File: src/rtl/sequence_player_if.sv
// Bus bundle between the LFSR sequencer / player controls and the sequence_player game core.
`timescale 1ns/1ps
interface sequence_player_if #(
   parameter int unsigned ADDR_W = 5,
   parameter int unsigned DATA_W = 4
) ();
   logic              wr_en;
   logic [ADDR_W-1:0] wr_addr;
   logic [DATA_W-1:0] wr_data;
   logic              seq_done;
   logic              btn_valid;
   logic [DATA_W-1:0] btn_code;
   logic              clr;
   logic              disp_valid;
   logic [DATA_W-1:0] disp_code;
   logic [5:0]        round;
   logic              busy;
   logic              win;
   logic              fail;

   modport master (
      output wr_en, wr_addr, wr_data, seq_done, btn_valid, btn_code, clr,
      input  disp_valid, disp_code, round, busy, win, fail
   );

   modport slave (
      input  wr_en, wr_addr, wr_data, seq_done, btn_valid, btn_code, clr,
      output disp_valid, disp_code, round, busy, win, fail
   );
endinterface

File: src/rtl/sequence_player.sv
// Simon-style memory game: buffers the sequencer pattern, plays back a growing
// prefix on the display, then checks player button codes against it.
`timescale 1ns/1ps
module sequence_player #(
   parameter int unsigned ADDR_W      = 5,
   parameter int unsigned DATA_W      = 4,
   parameter int unsigned SHOW_CYCLES = 8,
   parameter int unsigned GAP_CYCLES  = 4,
   parameter int unsigned MAX_ROUND   = 32
) (
   input logic              clk,
   input logic              rst,
   sequence_player_if.slave bus
);

   localparam int unsigned DEPTH   = 1 << ADDR_W;
   localparam int unsigned RND_W   = 6;
   localparam int unsigned TMR_MAX = (SHOW_CYCLES > GAP_CYCLES) ? SHOW_CYCLES : GAP_CYCLES;
   localparam int unsigned TMR_W   = (TMR_MAX > 1) ? $clog2(TMR_MAX) : 1;

   typedef enum logic [2:0] {
      S_IDLE,
      S_SHOW_ON,
      S_SHOW_GAP,
      S_INPUT,
      S_ROUND_OK,
      S_WIN,
      S_FAIL
   } state_t;

   state_t            state, state_n;
   logic [RND_W-1:0]  round_n;
   logic [ADDR_W-1:0] idx, idx_n;
   logic [TMR_W-1:0]  timer, timer_n;
   logic              last_c;
   logic [DATA_W-1:0] cur_c;
   logic [DATA_W-1:0] show_c;
   logic [DATA_W-1:0] mem [DEPTH];

   // Pattern buffer: only loadable while idle, never cleared by reset
   always_ff @(posedge clk) begin
      if (rst && state == S_IDLE && bus.wr_en) begin
         mem[bus.wr_addr] <= bus.wr_data;
      end
   end

   always_comb begin
      last_c = (idx == ADDR_W'(bus.round - RND_W'(1)));
      cur_c  = mem[idx];
      // Forward a same-cycle write so the first displayed code is never stale
      if (state == S_IDLE && bus.wr_en && bus.wr_addr == idx_n) begin
         show_c = bus.wr_data;
      end else begin
         show_c = mem[idx_n];
      end
   end

   // Next-state logic
   always_comb begin
      state_n = state;
      round_n = bus.round;
      idx_n   = idx;
      timer_n = timer;
      case (state)
         S_IDLE: begin
            if (bus.seq_done) begin
               state_n = S_SHOW_ON;
               round_n = RND_W'(1);
               idx_n   = '0;
               timer_n = '0;
            end
         end
         S_SHOW_ON: begin
            if (timer == TMR_W'(SHOW_CYCLES - 1)) begin
               state_n = S_SHOW_GAP;
               timer_n = '0;
            end else begin
               timer_n = timer + TMR_W'(1);
            end
         end
         S_SHOW_GAP: begin
            if (timer == TMR_W'(GAP_CYCLES - 1)) begin
               timer_n = '0;
               if (last_c) begin
                  state_n = S_INPUT;
                  idx_n   = '0;
               end else begin
                  state_n = S_SHOW_ON;
                  idx_n   = idx + ADDR_W'(1);
               end
            end else begin
               timer_n = timer + TMR_W'(1);
            end
         end
         S_INPUT: begin
            if (bus.btn_valid) begin
               if (bus.btn_code != cur_c) begin
                  state_n = S_FAIL;
               end else if (last_c) begin
                  state_n = S_ROUND_OK;
               end else begin
                  idx_n = idx + ADDR_W'(1);
               end
            end
         end
         S_ROUND_OK: begin
            if (bus.round == RND_W'(MAX_ROUND)) begin
               state_n = S_WIN;
            end else begin
               state_n = S_SHOW_ON;
               round_n = bus.round + RND_W'(1);
               idx_n   = '0;
               timer_n = '0;
            end
         end
         S_WIN, S_FAIL: begin
            if (bus.clr) begin
               state_n = S_IDLE;
               round_n = '0;
               idx_n   = '0;
               timer_n = '0;
            end
         end
         default: begin
            state_n = S_IDLE;
            round_n = '0;
            idx_n   = '0;
            timer_n = '0;
         end
      endcase
   end

   // State and registered outputs, all derived from the next state
   always_ff @(posedge clk) begin
      if (!rst) begin
         state          <= S_IDLE;
         idx            <= '0;
         timer          <= '0;
         bus.round      <= '0;
         bus.disp_valid <= 1'b0;
         bus.disp_code  <= '0;
         bus.busy       <= 1'b0;
         bus.win        <= 1'b0;
         bus.fail       <= 1'b0;
      end else begin
         state          <= state_n;
         idx            <= idx_n;
         timer          <= timer_n;
         bus.round      <= round_n;
         bus.disp_valid <= (state_n == S_SHOW_ON);
         bus.disp_code  <= (state_n == S_SHOW_ON) ? show_c : '0;
         bus.busy       <= (state_n != S_IDLE);
         bus.win        <= (state_n == S_WIN);
         bus.fail       <= (state_n == S_FAIL);
      end
   end

endmodule

File: src/flat_wrapper.sv
// flat-port wrapper written by rule: the top's interface ports become plain ports
module sequence_player_flat 
#(
   parameter int unsigned ADDR_W      = 5,
   parameter int unsigned DATA_W      = 4,
   parameter int unsigned SHOW_CYCLES = 8,
   parameter int unsigned GAP_CYCLES  = 4,
   parameter int unsigned MAX_ROUND   = 32
)
  (clk, rst, bus_wr_en, bus_wr_addr, bus_wr_data, bus_seq_done, bus_btn_valid, bus_btn_code, bus_clr, bus_disp_valid, bus_disp_code, bus_round, bus_busy, bus_win, bus_fail);
  sequence_player_if #(.ADDR_W(ADDR_W), .DATA_W(DATA_W)) bus_i ();
  input logic clk;
  input logic rst;
  input wire logic [$bits(bus_i.wr_en)-1:0] bus_wr_en;
  input wire logic [$bits(bus_i.wr_addr)-1:0] bus_wr_addr;
  input wire logic [$bits(bus_i.wr_data)-1:0] bus_wr_data;
  input wire logic [$bits(bus_i.seq_done)-1:0] bus_seq_done;
  input wire logic [$bits(bus_i.btn_valid)-1:0] bus_btn_valid;
  input wire logic [$bits(bus_i.btn_code)-1:0] bus_btn_code;
  input wire logic [$bits(bus_i.clr)-1:0] bus_clr;
  output wire logic [$bits(bus_i.disp_valid)-1:0] bus_disp_valid;
  output wire logic [$bits(bus_i.disp_code)-1:0] bus_disp_code;
  output wire logic [$bits(bus_i.round)-1:0] bus_round;
  output wire logic [$bits(bus_i.busy)-1:0] bus_busy;
  output wire logic [$bits(bus_i.win)-1:0] bus_win;
  output wire logic [$bits(bus_i.fail)-1:0] bus_fail;
  assign bus_i.wr_en = bus_wr_en;
  assign bus_i.wr_addr = bus_wr_addr;
  assign bus_i.wr_data = bus_wr_data;
  assign bus_i.seq_done = bus_seq_done;
  assign bus_i.btn_valid = bus_btn_valid;
  assign bus_i.btn_code = bus_btn_code;
  assign bus_i.clr = bus_clr;
  assign bus_disp_valid = bus_i.disp_valid;
  assign bus_disp_code = bus_i.disp_code;
  assign bus_round = bus_i.round;
  assign bus_busy = bus_i.busy;
  assign bus_win = bus_i.win;
  assign bus_fail = bus_i.fail;
  sequence_player #(.ADDR_W(ADDR_W), .DATA_W(DATA_W), .SHOW_CYCLES(SHOW_CYCLES), .GAP_CYCLES(GAP_CYCLES), .MAX_ROUND(MAX_ROUND)) u_core (.clk(clk), .rst(rst), .bus(bus_i));
endmodule
File: config.mk
export PLATFORM = sky130hd
export DESIGN_NAME = sequence_player_flat
export DESIGN_NICKNAME = d
export VERILOG_FILES = /design/src/rtl/sequence_player_if.sv /design/src/rtl/sequence_player.sv /design/src/flat_wrapper.sv
export SDC_FILE = /design/constraint.sdc
export NUM_CORES = 1
export LEC_CHECK = 0
export CORE_MARGIN = 2
export CORE_UTILIZATION = 55
export DETAILED_ROUTE_END_ITERATION = 7
export DONT_BUFFER_PORTS = 1
export PLACE_DENSITY = 0.7
export SETUP_SLACK_MARGIN = 0.2
export SYNTH_ARGS = -nofsm -noshare
export SYNTH_HDL_FRONTEND = slang
export SYNTH_SLANG_ARGS = --single-unit
File: constraint.sdc
create_clock -name clk -period 11.9 [get_ports clk]
set_clock_uncertainty 0.15 [all_clocks]
set_input_delay 2.38 -clock clk [delete_from_list [all_inputs] [get_ports clk]]
set_output_delay 2.38 -clock clk [all_outputs]
set_load 0.02 [all_outputs]
==> Word level (Yosys, flattened, before mapping) <==
Memories as Yosys holds them, arrays and structs flattened. A register that Yosys moved wholly into a read port is not among the register bits.
Cells that the tools add are included.
{ "op_classes": {"muxes": 32, "n_eq_ne": 17, "reduce_logical": 10, "bitwise_logic": 2, "add_sub_neg": 4} }
{ "ops": {"columns": ["operator", "count"], "rows": [
  ["$mux W5", 9],
  ["$mux W3", 13],
  ["$pmux W3 S6", 2],
  ["$pmux W5 S6", 1],
  ["$pmux W6 S4", 1],
  ["$eq A3 B3 Y1 const B", 6],
  ["$mux W6", 3],
  ["$eq A3 B2 Y1 const B", 3],
  ["$reduce_and A4 Y1", 2],
  ["$add A6 B1 Y6 const B", 1],
  ["$eq A3 B1 Y1 const B", 2],
  ["$eq A6 B6 Y1 const B", 1],
  ["$ne A2 B2 Y1 const B", 3],
  ["$add A5 B1 Y5 const B", 1],
  ["$eq A5 B5 Y1", 1],
  ["$sub A5 B1 Y5 const B", 1],
  ["$ne A4 B4 Y1", 1],
  ["$add A3 B1 Y3 const B", 1],
  ["$logic_not A3 Y1", 1],
  ["$reduce_bool A3 Y1", 1],
  ["$reduce_or A3 Y1", 1],
  ["$logic_and A1 B1 Y1", 2],
  ["$mux W1", 2],
  ["$mux W2", 1],
  ["other kinds (4)", 5]
]} }
{ "totals": {"ramBits": 128, "inputBits": 19, "register_bits": 21, "wordCells": 74, "mem_count": 1} }
{ "memory_table": {"columns": ["memory", "depth", "width", "rd", "rd_ports_with_merged_regs", "write_ports", "line_no", "text"], "rows": [
  ["u_core.mem", 32, 4, 2, 2, 1, "sequence_player.sv:38", "logic [DATA_W-1:0] mem [DEPTH];"]
]} }

==> Depth between registers and ports, before layout <==
Gate-level depths: netlist of the first run.
{ "logic_depth": {"ltp_word": 9, "ltp_mapped": 20, "ltp_nobuf": 16} }

==> Least setup slack after synthesis of the first run <==
Ideal clock, no wire load.
{ "synth_timing": {"path_kind": "input -> register", "startpoint": "in bus_clr", "endpoint": "reg u_core.bus.disp_code[1] (read register of u_core.mem)", "cell_stages": 16, "arrival_ns": 4.837, "setup_time_ns": 0.123, "path_slack_ns": 6.791, "cell_sequence": "inv_1 -> a32oi_1 -> nand2b_1 -> and2_1 -> clkbuf_1 -> nand2_1 -> nand2_1 -> a31oi_4 -> or2_1 -> buf_6 -> buf_6 -> mux2_4 -> o22ai_1 -> nor3_1 -> nor4_2 -> a21oi_1"} }
{ "synth_via": {"elab_chain_cells": 5} }
{ "synth_lines": {"columns": ["item", "line_no", "text"], "rows": [
  ["from (decl)", "flat_wrapper.sv:20", "input wire logic [$bits(bus_i.clr)-1:0] bus_clr;"],
  ["$mux W3", "sequence_player.sv:117", "if (bus.clr) begin"],
  ["$pmux W3 S6", "sequence_player.sv:64", "case (state)"],
  ["$eq A3 B1 Y1", "sequence_player.sv:151", "bus.disp_code <= (state_n == S_SHOW_ON) ? show_c : '0;"],
  ["$reduce_and A2 Y1 (no line)", null, null],
  ["$logic_not A1 Y1 (no line)", null, null],
  ["to (decl)", "sequence_player_if.sv:28", "output disp_valid, disp_code, round, busy, win, fail"]
]} }
Parallel ways exist; a longest one is shown, timed or not.
A chain may end at the register's enable or synchronous reset.

==> Worst setup path in the final report of the first run <==
{ "layout_timing": {"startpoint": "reg u_core.idx[1]", "endpoint": "reg u_core.bus.disp_code[3] (read register of u_core.mem)"} }
{ "layout_via": {"elab_chain_cells": 8} }
{ "layout_lines": {"columns": ["item", "line_no", "text"], "rows": [
  ["from (decl)", "sequence_player.sv:33", "logic [ADDR_W-1:0] idx, idx_n;"],
  ["from (signal assigned)", "sequence_player.sv:147", "idx <= idx_n;"],
  ["$eq A5 B5 Y1", "sequence_player.sv:48", "last_c = (idx == ADDR_W'(bus.round - RND_W'(1)));"],
  ["$mux W3", "sequence_player.sv:99", "end else if (last_c) begin"],
  ["$mux W3", "sequence_player.sv:97", "if (bus.btn_code != cur_c) begin"],
  ["$mux W3", "sequence_player.sv:96", "if (bus.btn_valid) begin"],
  ["$pmux W3 S6", "sequence_player.sv:64", null],
  ["$eq A3 B1 Y1", "sequence_player.sv:151", null],
  ["$reduce_and A2 Y1 (no line)", null, null],
  ["$logic_not A1 Y1 (no line)", null, null]
]} }
Parallel ways exist; a longest one is shown, timed or not.

==> results of run 1 <==
-- worst max path at each step --
stage | from | to | slack (ns) | cells past startpoint
2_1_floorplan | bus_clr | u_core.bus.disp_code[1]$_SDFF_PN0_ | 6.79 | 16
3_3_place_gp | bus_clr | u_core.bus.disp_code[3]$_SDFF_PN0_ | 6.12 | 14
3_5_place_dp | bus_clr | u_core.bus.disp_code[3]$_SDFF_PN0_ | 5.91 | 14
4_1_cts | u_core.idx[1]$_SDFF_PN0_ | u_core.bus.disp_code[3]$_SDFF_PN0_ | 6.24 | 15
5_1_grt | u_core.idx[1]$_SDFF_PN0_ | u_core.bus.disp_code[3]$_SDFF_PN0_ | 5.79 | 15
6_report | u_core.idx[1]$_SDFF_PN0_ | u_core.bus.disp_code[3]$_SDFF_PN0_ | 6.12 | 15
-- routing by layer --
| metal | global-route usage | vias to the layer above | routed length [um] |
|---|---|---|---|
| met5 | 0 | - | 0 |
| met4 | 0.154 | 0 | 1040 |
| met1 | 0.370 | 3008 | 9160 |
| li1 | - | 2778 | - |
| met3 | 0.0793 | 79 | 2200 |
| met2 | 0.448 | 362 | 10400 |
-- power by group through the flow --
stage | combinational (uW) | clock [uW] | sequential (uW)
6_report | 26.5 | 530 | 589
5_1_grt | 29.2 | 555 | 589
4_1_cts | 26.1 | 535 | 589
3_5_place_dp | 26.0 | 0 | 600
3_3_place_gp | 25.2 | 0 | 600
2_1_floorplan | 21.3 | 0 | 599
-- worst max-delay path: stages (launching register included) --
cell	delay (ns)
dfxtp_4	0.33
buf_4	0.83
mux2i_1	0.19
a22oi_1	0.29
a21oi_1	0.15
nor4_2	0.44
xnor2_1	0.23
o2111ai_2	0.34
o31ai_4	0.57
or2_1	0.57
buf_4	0.39
mux4_2	0.35
a22oi_1	0.20
o22ai_1	0.11
nor4_1	0.32
o22ai_1	0.13
-- registers in the layout (all words and copies together), names as in the netlist --
register	cells
u_core.mem	128
u_core.idx	5
u_core.timer	3
u_core.bus.fail	1
u_core.bus.busy	1
u_core.bus.round	6
u_core.state	3
u_core.bus.win	1
u_core.bus.disp_code	4
u_core.bus.disp_valid	1
-- cell type report --
cell class	count	area (um^2)
fill	1237	6120
multi-input combinational	518	3660
clock buffer	20	479
timing repair buffer	7	52.6
tap	188	235
inverter	25	93.8
sequential	153	4350
clock inverter	12	100
-- through the flow --
step           total power [uW]  cells  area (um^2)   util  setup slack (ns)
2_1_floorplan               620    739         8420      -              6.79
3_3_place_gp                626    891         8390  0.556              6.12
3_5_place_dp                626    891         8390  0.556              5.91
4_1_cts                    1150    923         8970  0.595              6.24
5_1_grt                    1170    923         8970  0.595              5.79
6_report                   1150    923         8970  0.595              6.12
-- cell usage in the layout, fill, tap and decap left out, drive strengths merged, types with 5 or more instances in the layout --
cell,netlist,layout
mux2,24,24
nand3b,6,6
nand3,32,32
nand4,8,8
a31oi,7,7
clkbuf,15,20
nor2,71,71
ha,8,8
o22ai,16,16
o21ai,30,30
a32oi,7,7
dfxtp,25,25
a21oi,26,26
nor4,5,5
inv,24,33
xor2,9,9
edfxtp,128,128
o2111ai,9,9
nand2b,5,5
a22oi,29,29
nor3,10,10
nand2,63,63
xnor2,10,10
buf,28,7
mux2i,87,87
and2,6,6
-- kinds of logic after synthesis --
group / after synthesis / synth area share
muxes: 112 / 0.139
buffers and inverters: 68 / 0.0492
and+or+nand+nor: 223 / 0.128
xor gates and xnor gates: 19 / 0.0207
DFF: 153 / 0.516
AOI/OAI and AO/OA: 156 / 0.135
adders and majority gates: 8 / 0.0119
==> impl_metrics.env, run 1 <==
export IMPL_fin_tns_setup_ns=0
export IMPL_cts_sinks=153
export IMPL_fin_crit_sh=0.486
export IMPL_ant_nets=0
export IMPL_cts_resized=0
export IMPL_pwr_share_seq=0.514
export IMPL_cts_buffer_depth=2
export IMPL_core_um2=15100
export IMPL_synth_top_cells_by_count="edfxtp_1 (128), mux2i_1 (87), nor2_1 (69)"
export IMPL_place_gp_congestion=0.991
export IMPL_cts_max_level=4
export IMPL_worstReg2RegEnd="u_core.bus.disp_code[3]$_SDFF_PN0_"
export IMPL_finalCriticalPeriod_ns=5.78
export IMPL_cts_setup_buffers=0
export IMPL_arrival_ns=5.95
export IMPL_antenna_found_initial=0
export IMPL_path_clk_slew_ns=0.07
export IMPL_synthCells=739
export IMPL_cts_tree="built"
export IMPL_synth_top_cells_by_area="edfxtp_1 (46%), mux2i_1 (10%), dfxtp_1 (5.9%)"
export IMPL_syn_nets=766
export IMPL_yosysMostFrequentCell="edfxtp_1"
export IMPL_power_density_nw_per_um2=128
export IMPL_drt_iter0_drc=630
export IMPL_ys_seq_area_frac=0.516
export IMPL_hold_path_class="flop to flop"
export IMPL_async_reset_ff_frac=0
export IMPL_antenna_cells=0
export IMPL_grt_start_max_net_pins=69
export IMPL_wl_per_cell_um=24.7
export IMPL_ys_warn_count=0
export IMPL_drv_slew=0
export IMPL_worstPathRequired_ns=12.07
export IMPL_track_usage=0.288
export IMPL_vdd_drop_max_mv=0.122
export IMPL_place_hpwl_mm=15.7
export IMPL_crit_path_end_kind="flop"
export IMPL_num_rows=45
export IMPL_drive_gt1_frac=0.0966
export IMPL_crit_type="flop to flop"
export IMPL_area_growth_pct=6.54
export IMPL_r2r_setup_slack_ns=6.12
export IMPL_vias_per_cell=6.75
export IMPL_fmax_mhz=173
export IMPL_io_buffers=0
export IMPL_min_to="u_core.timer[0]$_SDFFE_PN0P_"
export IMPL_synth_area_leader_cell="edfxtp_1"
export IMPL_cts_hold_buf=0
export IMPL_final_setup_viol_count=0
export IMPL_num_vias=6227
export IMPL_synth_distinct_cells=74
export IMPL_final_nets=749
export IMPL_synthFlopType="edfxtp_1"
export IMPL_hold_path_depth=2
export IMPL_netlist_area_um2=8420
export IMPL_syn_avg_cell_area_um2=11.4
export IMPL_cap_viol_max_count=0
export IMPL_grt_pass1_wl_mm=34.5
export IMPL_power_clock_fraction=0.463
export IMPL_die_width_um=128
export IMPL_numCtsBuffers=17
export IMPL_power_switching_uw=255
export IMPL_first_pass_iters=5
export IMPL_max_slew_margin=0.196
export IMPL_synth_edf_count=128
export IMPL_status="completed"
export IMPL_p_int_uw=890
export IMPL_overflow=0
export IMPL_crit_fanout=68
export IMPL_die_area_um2=16300
export IMPL_insertion_delay_ns=0.44
export IMPL_start_util=0.558
export IMPL_hold_viol_final=0
export IMPL_io_pins=33
export IMPL_drcViolationCount=0
export IMPL_clock_root_buffer="clkbuf_16"
export IMPL_combPwrFrac=0.023
export IMPL_yosysTopAreaCellShare=0.456
export IMPL_ys_ff_latch=153
export IMPL_min_delay_start="u_core.timer[0]$_SDFFE_PN0P_"
export IMPL_die_h_um=128
export IMPL_r2r_start="u_core.idx[1]$_SDFF_PN0_"
export IMPL_drt_wl_total_mm=22.8
export IMPL_p_leak_uw=0.00280
export IMPL_startpoint_type="flop"
export IMPL_hold_ws_ns=0.329
export IMPL_rsz0062_at_grt="false"
export IMPL_tightest_slew_ns=1.20
export IMPL_reg2regPathDepth=15
export IMPL_grt_pass1_vias=6074
export IMPL_switching_share=0.223
No activity file was read; power rests on OpenSTA's default activity.
==> run 2: changes to the inputs <==
--- a/config.mk
+++ b/config.mk
@@ -9,7 +9,7 @@
 export CORE_UTILIZATION = 55
 export DETAILED_ROUTE_END_ITERATION = 7
 export DONT_BUFFER_PORTS = 1
-export PLACE_DENSITY = 0.7
+export PLACE_DENSITY = 0.73
 export SETUP_SLACK_MARGIN = 0.2
 export SYNTH_ARGS = -nofsm -noshare
 export SYNTH_HDL_FRONTEND = slang
==> constraint.sdc (replaced) <==
create_clock -name clk -period 4.8 [get_ports clk]
set_clock_uncertainty 0.15 [all_clocks]
set_input_delay 0.96 -clock clk [delete_from_list [all_inputs] [get_ports clk]]
set_output_delay 0.96 -clock clk [all_outputs]
set_load 0.02 [all_outputs]
==> run 2 against run 1 <==
Effect of this change: combinational power grew to 2.6 times the previous value; routed wire length rose by 4.6%; cell count grew 3.1%; maximum frequency rose by 30%; total power up 140%; die area did not move.
==> impl_metrics.env, run 2 (synthesized netlist as in run 1, its figures left out) <==
export IMPL_status="completed"
export IMPL_layout_commonest_cell="edfxtp_1"
export IMPL_grt_pass1_wl_mm=36.1
export IMPL_startpoint_type="flop"
export IMPL_drive_gt1_frac=0.131
export IMPL_place_gp_congestion=0.952
export IMPL_first_pass_iters=6
export IMPL_drv_slew=0
export IMPL_drt_iter0_drc=590
export IMPL_vias_per_cell=6.74
export IMPL_final_setup_viol_count=0
export IMPL_die_width_um=128
export IMPL_cpMaxStageDelayCell="dfxtp_4"
export IMPL_antenna_cells=0
export IMPL_io_pins=33
export IMPL_p_leak_uw=0.00292
export IMPL_num_rows=45
export IMPL_final_area_um2=9180
export IMPL_arrival_ns=4.59
export IMPL_max_slew_margin=0.236
export IMPL_cts_hold_buf=0
export IMPL_crit_fanout=20
export IMPL_cpPeakStageDelay_ns=0.48
export IMPL_dpl_cell_area_um2=8590
export IMPL_start_util=0.558
export IMPL_track_usage=0.299
export IMPL_fin_crit_sh=0.924
export IMPL_cap_viol_max_count=0
export IMPL_antenna_found_initial=0
export IMPL_wl_per_cell_um=25.1
export IMPL_power_density_nw_per_um2=296
export IMPL_numCtsBuffers=17
export IMPL_stdcell_count=952
export IMPL_insertion_delay_ns=0.43
export IMPL_hold_path_class="flop to flop"
export IMPL_core_um2=15100
export IMPL_cts_tree="built"
export IMPL_hold_viol_final=0
export IMPL_place_inst=911
export IMPL_largest_registers="u_core.mem: 128 flops, u_core.bus.round: 6 flops, u_core.idx: 5 flops"
export IMPL_die_area_um2=16300
export IMPL_cts_sinks=153
export IMPL_final_nets=778
export IMPL_tightest_slew_ns=1.13
export IMPL_final_cell_mix="edfxtp_1 (128), mux2i_1 (87), nor2_1 (68), nand2_1 (62)"
export IMPL_final_util=0.609
export IMPL_finalCriticalPeriod_ns=4.44
export IMPL_crit_type="flop to flop"
export IMPL_grt_start_max_net_pins=34
export IMPL_ant_nets=0
export IMPL_io_buffers=0
export IMPL_largest_register="u_core.mem"
export IMPL_num_vias=6418
export IMPL_vdd_drop_max_mv=0.222
export IMPL_drt_wl_total_mm=23.9
export IMPL_place_hpwl_mm=16.8
export IMPL_fill_cells=1203
export IMPL_fmax_mhz=225
export IMPL_area_growth_pct=9.06
export IMPL_cts_buffer_depth=2
export IMPL_cts_max_level=4
export IMPL_drcViolationCount=0
export IMPL_rsz0062_at_grt="false"
export IMPL_largest_reg_flops=128
export IMPL_worstPathRequired_ns=4.95
export IMPL_path_clk_slew_ns=0.07
export IMPL_path_cells="buf_12 -> mux2i_1 -> a22oi_1 -> a21oi_1 -> nor4_2 -> xnor2_1 -> o2111ai_2 -> o311ai_1 -> o21a_1 -> buf_4 -> nand2_1 -> o22ai_1 -> o21ai_0 -> nand4_1 -> o21ai_1"
export IMPL_die_h_um=128
export IMPL_crit_path_end_kind="flop"
export IMPL_grt_pass1_vias=6272
export IMPL_fin_tns_setup_ns=0
export IMPL_clock_root_buffer="clkbuf_16"
export IMPL_overflow=0
## run 2: cell count changes in the layout (fill, tap and decap cells not counted), moves of 3 or more
cell / before / now
buf_12: 0 / 4
buf_4: 7 / 32
clkinv_2: 1 / 4
inv_6: 5 / 2
## run 2: final cells by class
class                   instances  area (um^2)  share of cell area
flip-flops and latches        153         4350               0.474
multi-input cells             518         3670               0.400
clock buffers                  20          437              0.0475
repair buffers                 36          320              0.0349
well taps                     188          235              0.0256
inverters                      25         93.8              0.0102
clock inverters                12         76.3             0.00831
## run 2: path summary, 6_finish.rpt
kind | from | to | slack, ns | cells past startpoint
hold / removal | u_core.timer[0]$_SDFFE_PN0P_ | u_core.timer[0]$_SDFFE_PN0P_ | 0.34 | 2
setup / recovery | u_core.idx[1]$_SDFF_PN0_ | u_core.bus.disp_code[0]$_SDFF_PN0_ | 0.36 | 15
setup reg to reg | u_core.idx[1]$_SDFF_PN0_ | u_core.bus.disp_code[0]$_SDFF_PN0_ | 0.36 | 15
hold reg to reg | u_core.timer[0]$_SDFFE_PN0P_ | u_core.timer[0]$_SDFFE_PN0P_ | 0.34 | 2
## run 2: stage by stage
step                      hold WS (ns)  power [uW]  setup slack (ns)
final                            0.342        2720             0.364
after global placement           0.311        1560             0.455
after CTS                        0.345        2720             0.395
after global routing             0.370        2780             0.217
after floorplan                  0.300        1540             0.824
after detailed placement         0.336        1560             0.423
## run 2: where the power goes
group / switching (uW) / internal (uW) / leakage, uW / total [uW]
combinational: 45.4 / 24.8 / 0.00132 / 70.2
sequential: 14.2 / 1450 / 0.00136 / 1460
clock: 537 / 655 / 0.000245 / 1190
## run 2: what timing repair did
| action | 4_1_cts | 5_1_grt |
|---|---|---|
| resized for setup | 0 | 4 |
| endpoints found under the setup margin | 0 | 4 |
| buffers inserted | 0 | 9 |
## run 2: worst max-delay path, delay by kind of cell, from the launching register on
kind,cells,cell delay (ns)
AOI/OAI and AO/OA,8,2.07
xor gates and xnor gates,1,0.23
buffers and inverters,2,0.51
DFF,1,0.48
muxes,1,0.10
and+or+nand+nor,3,0.73
## run 2: metal layers
metal	up-vias	part of all wire	GRT usage	wire length (um)
met5	-	0	0	0
met4	0	0.042	0.145	1000
met3	79	0.099	0.0722	2360
met2	407	0.46	0.469	11000
met1	3113	0.40	0.393	9580
li1	2819	-	-	-
